[src/rtl/bus_to_reg_pkg.sv]
// rtl/bus_to_reg_pkg.sv - shared widths, reset value and FSM encoding for the bus-to-register writer
package bus_to_reg_pkg;

    localparam int          DATA_W_DEF    = 16;
    localparam logic [15:0] RESET_VAL_DEF = 16'h0000;

    // Encoding 2'd3 is unused and recovers to ST_IDLE.
    localparam logic [1:0] ST_IDLE  = 2'd0;
    localparam logic [1:0] ST_BEAT2 = 2'd1;
    localparam logic [1:0] ST_DONE  = 2'd2;

endpackage

[src/rtl/bus_load_reg.sv]
// rtl/bus_load_reg.sv - DATA_W-wide register with synchronous reset and load enable
module bus_load_reg #(
    parameter int                DATA_W    = 16,
    parameter logic [DATA_W-1:0] RESET_VAL = '0
) (
    input  logic              clk,
    input  logic              rst,
    input  logic              ld,
    input  logic [DATA_W-1:0] d,
    output logic [DATA_W-1:0] q
);

    logic [DATA_W-1:0] q_d;
    logic [DATA_W-1:0] q_q;

    always_comb begin
        q_d = q_q;
        if (ld) begin
            q_d = d;
        end
    end

    always_ff @(posedge clk) begin
        if (rst) begin
            q_q <= RESET_VAL;
        end else begin
            q_q <= q_d;
        end
    end

    assign q = q_q;

endmodule

[src/rtl/bus_to_reg_1bit_sel.sv]
// rtl/bus_to_reg_1bit_sel.sv - captures the data bus into R0/R1 (single or two-beat burst); BUS_TO_REG_PARITY_EN adds beat parity checking
module bus_to_reg_1bit_sel
    import bus_to_reg_pkg::*;
#(
    parameter int                DATA_W    = DATA_W_DEF,
    parameter logic [DATA_W-1:0] RESET_VAL = DATA_W'(RESET_VAL_DEF)
) (
    input  logic              CLK,
    input  logic              RST,
    input  logic [DATA_W-1:0] FROM_BUS,
    input  logic              SEL_BUS,
    input  logic              WR_REQ,
    input  logic              WR_BURST,
    input  logic              WR_ABORT,
`ifdef BUS_TO_REG_PARITY_EN
    input  logic              FROM_BUS_PAR,
    output logic              PAR_ERR,
`endif
    output logic              WR_RDY,
    output logic              WR_DONE,
    output logic              WR_ERR,
    output logic [DATA_W-1:0] R0,
    output logic [DATA_W-1:0] R1
);

    logic [1:0] state_d, state_q;
    logic       err_d, err_q;
    logic       xfer;
    logic       beat_ok;
    logic       ld0, ld1;
    logic       wr0, wr1;

    assign WR_RDY  = (state_q == ST_IDLE) || (state_q == ST_BEAT2);
    assign WR_DONE = (state_q == ST_DONE);
    assign WR_ERR  = err_q;
    assign xfer    = WR_REQ && WR_RDY;

`ifdef BUS_TO_REG_PARITY_EN
    logic par_err_d, par_err_q;

    assign beat_ok = (FROM_BUS_PAR == ^FROM_BUS);
    assign PAR_ERR = par_err_q;

    // An aborted BEAT2 offer never becomes a write, so it cannot raise a parity error.
    always_comb begin
        par_err_d = xfer && !beat_ok && !((state_q == ST_BEAT2) && WR_ABORT);
    end

    always_ff @(posedge CLK) begin
        if (RST) begin
            par_err_q <= 1'b0;
        end else begin
            par_err_q <= par_err_d;
        end
    end
`else
    assign beat_ok = 1'b1;
`endif

    always_comb begin
        state_d = state_q;
        err_d   = 1'b0;
        wr0     = 1'b0;
        wr1     = 1'b0;
        case (state_q)
            ST_IDLE: begin
                if (xfer) begin
                    if (WR_BURST) begin
                        wr0     = 1'b1;
                        state_d = ST_BEAT2;
                    end else begin
                        wr0     = !SEL_BUS;
                        wr1     = SEL_BUS;
                        state_d = ST_DONE;
                    end
                end
            end
            ST_BEAT2: begin
                if (WR_ABORT) begin
                    err_d   = 1'b1;
                    state_d = ST_IDLE;
                end else if (xfer) begin
                    wr1     = 1'b1;
                    state_d = ST_DONE;
                end
            end
            ST_DONE: state_d = ST_IDLE;
            default: state_d = ST_IDLE;
        endcase
    end

    assign ld0 = wr0 && beat_ok;
    assign ld1 = wr1 && beat_ok;

    always_ff @(posedge CLK) begin
        if (RST) begin
            state_q <= ST_IDLE;
            err_q   <= 1'b0;
        end else begin
            state_q <= state_d;
            err_q   <= err_d;
        end
    end

    bus_load_reg #(
        .DATA_W    (DATA_W),
        .RESET_VAL (RESET_VAL)
    ) u_reg0 (
        .clk (CLK),
        .rst (RST),
        .ld  (ld0),
        .d   (FROM_BUS),
        .q   (R0)
    );

    bus_load_reg #(
        .DATA_W    (DATA_W),
        .RESET_VAL (RESET_VAL)
    ) u_reg1 (
        .clk (CLK),
        .rst (RST),
        .ld  (ld1),
        .d   (FROM_BUS),
        .q   (R1)
    );

endmodule

[config.mk]
export PLATFORM = sky130hd
export DESIGN_NAME = bus_to_reg_1bit_sel
export DESIGN_NICKNAME = d
export VERILOG_FILES = /design/src/rtl/bus_to_reg_pkg.sv /design/src/rtl/bus_load_reg.sv /design/src/rtl/bus_to_reg_1bit_sel.sv
export SDC_FILE = /design/constraint.sdc
export NUM_CORES = 1
export LEC_CHECK = 0
export BUFFER_PORTS_ARGS = -buffer_cell sky130_fd_sc_hd__buf_4
export CORE_UTILIZATION = 45
export DETAILED_ROUTE_END_ITERATION = 16
export PLACE_DENSITY = 0.75
export SLEW_MARGIN = 30
export SYNTH_ARGS = -nofsm -noshare
export SYNTH_HDL_FRONTEND = slang
export SYNTH_SLANG_ARGS = --single-unit
export TNS_END_PERCENT = 100
[constraint.sdc]
create_clock -name CLK -period 1.6 [get_ports CLK]
set_clock_uncertainty 0.15 [all_clocks]
set_input_delay 0.08 -clock CLK [delete_from_list [all_inputs] [get_ports CLK]]
set_output_delay 0.08 -clock CLK [all_outputs]
set_load 0.02 [all_outputs]
==> reports/metrics.cfg <==
[yosys]
yosysSeqAreaShare = 0.3911
syn_area_um2 = 1792
synth.largest_area_cell = dfxtp_1
synthTopCellsByArea = dfxtp_1 39%, nand3_1 8.7%, a211o_1 7.3%, nor2b_1 5.9%, nor4_1 5.6%
yosysUniqueCellTypes = 29
syn_nets = 224
synth_warnings = 0
syn-instance-count = 202
synth_area_per_cell_um2 = 8.870
ys_ff_latch = 35
yosysTopAreaCellShare = 0.3911

[critical_path]
path_cells = dlygate4sd3_1, buf_4, nand2b_4, or3_4, buf_4, a31o_2
crit_top_cell = buf_4
path_buf_inv = 3
worstSetupStartpointType = primary input
critPathTopFamily = buffers and inverters
rr_worst_depth = 4
cp_max_fo = 7
worstSetupEndpointType = flop
max_stage_delay_ns = 0.53
crit_type = primary input to flop
path_depth = 6
worstPathArrival_ns = 1.57
crit_required_ns = 1.62
slowest_stage = dlygate4sd3_1

[timing]
setup_viol = 0
slew-limit-headroom = 0.6904
rsz0062_at_grt = no
hold_viol = 0
timing.fmax_mhz = 647.3
final.setup.tns_ns = 0
worst_slew_pin_slew_ns = 0.4639
slew_viol_final = 0
min_period_over_period = 0.9656
period_minus_slack_ns = 1.545

[finish]
stdcell_area_um2 = 2337
diodes = 0
fin_nets = 276
layout-drive-gt1-share = 0.3569
area_growth_pct = 30.45

[clock_network]
clockRootBuffer = clkbuf_8
clk_path_buf_depth = 2
cts_inserted_buffers = 5
post-cts-setup-buffer-count = 0
htreeDepth = 2
insertion_delay_ns = 0.27
cts_tree = built
cts.sinks = 35
clk_pin_slew_ns = 0.07

[pwr]
power_density_nw_per_um2 = 896.7
ir_drop_v = 0.0005961
p_leak_nw = 1.017

[die]
core_um2 = 3744
die_y_um = 65.10
initial_utilization = 0.4786
rows = 22
io_pins = 57
fp.dieW_um = 65.10
dieArea_um2 = 4238

[detailed_routing]
num_vias = 1604
detail_route.first_pass.iterations = 4
drt-vias-per-instance = 5.294
ant_nets = 0
wl_met1_mm = 1.985
routed_wl_mm = 3.876
highest_layer = met4
routed-wl-met2_mm = 1.657
avgRoutedWirePerCell_um = 12.79
drtIter0Drc = 68
met3WireLength_um = 198
drc = 0

[placed_design]
place_hpwl_mm = 2.733
io_buffers = 56
place.gp.congestion = 0.7811
place_area_um2 = 2202

[global_routing]
antenna_found_initial = 0
grt_pass1_wl_mm = 6.265
grt_pass1_vias = 1354
overflow = 0
grt_start_max_net_pins = 49
track_usage = 0.1904

[min_path]
min_path_cells = 4
worst_hold_path_type = primary input to flop

[job]
cap_viol_max_count = 0

[status]
status = finished, final reports clean

-- final timing paths --
| check | from | endpoint | slack [ns] |
|---|---|---|---|
| setup / recovery | WR_REQ | u_reg0.q[4] | 0.06 |
| hold / removal | WR_BURST | state_q[1] | 0.03 |
| setup reg to reg | state_q[0] | u_reg1.q[1] | 0.12 |
| hold reg to reg | u_reg0.q[15] | u_reg0.q[15] | 0.33 |
-- cells by family after synthesis --
group / Yosys count / synth area share
and+or+nand+nor: 108 / 0.3506
buffers and inverters: 25 / 0.09707
DFF: 35 / 0.3911
AOI/OAI and AO/OA: 34 / 0.1613
-- through the flow --
step | setup slack [ns] | hold slack, ns | instances | utilization | total power [mW]
after global routing | 0.02243 | 0.05643 | 303 | 0.6243 | 2.193
final | 0.05511 | 0.03133 | 303 | 0.6243 | 2.096
after global placement | 0.1362 | 0.2180 | 293 | 0.5882 | 1.415
after CTS | 0.05770 | 0.02260 | 303 | 0.6203 | 2.105
after floorplan | 0.06387 | 0.06995 | 202 | - | 1.260
after detailed placement | 0.1391 | 0.2204 | 293 | 0.5882 | 1.418
-- synthesized netlist by cell type --
library cell   count
a211o_1           15
a211oi_1           1
a21oi_1            1
a31o_1            10
a31o_2             6
and3b_1            1
buf_2              2
buf_4              1
buf_6              5
buf_8              1
clkbuf_1          10
clkbuf_8           2
dfxtp_1           35
dlygate4sd1_1      1
inv_1              3
nand2_1           17
nand2b_1           7
nand2b_4           1
nand3_1           31
nand3b_1           1
nor2_1             2
nor2b_1           17
nor3_1             2
nor4_1            16
nor4b_1            1
o21ai_0            1
or2b_2            10
or3_1              1
or3b_1             1
-- sequential cells by signal (all words and copies together), names as in the netlist --
register	flops
u_reg1.q	16
state_q	2
WR_ERR	1
u_reg0.q	16
-- where the power goes --
group | switching (mW) | total, mW | internal, mW
sequential | 0.0303 | 0.961 | 0.931
clock | 0.296 | 0.689 | 0.393
combinational | 0.236 | 0.446 | 0.210
total | 0.563 | 2.10 | 1.53
-- cell usage in the layout, fill, tap and decap left out, types with 6 or more instances in the layout --
cell      Yosys  final
nand2_1      17     17
buf_4         1     62
a31o_1       10     10
nor2b_1      17     17
a211o_1      15     15
dfxtp_1      35     35
or2b_2       10     10
nand2b_1      7      7
a31o_2        6      6
nand3_1      31     31
clkbuf_8      2      7
nor4_1       16     15
-- tightest hold or removal path: cells and delay by family --
kind / cells / cell delay, ns
AOI/OAI and AO/OA: 1 / 0.14
buffers and inverters: 2 / 0.13
and+or+nand+nor: 1 / 0.06
-- final cells by class --
type,instances,area (µm²)
Clock buffer,8,100.1
Fill cell,361,1406
Inverter,3,11.26
Multi-Input combinational cell,142,928.4
Sequential cell,35,700.7
Tap cell,48,60.06
Timing Repair Buffer,67,536.8
-- per-layer routing --
layer  track usage  vias to the layer above
met5             0                        -
met4       0.05707                        0
met3       0.04167                        4
met2        0.2708                       41
met1        0.2845                      726
li1              -                      833
-- repair_timing --
action                                 in CTS  in global routing
hold buffers                                2                  0
endpoints found under the hold margin       2                  0
gates resized for setup                     0                  3
setup endpoints to repair                   0                  9
Power figures use the tool's default switching activity.
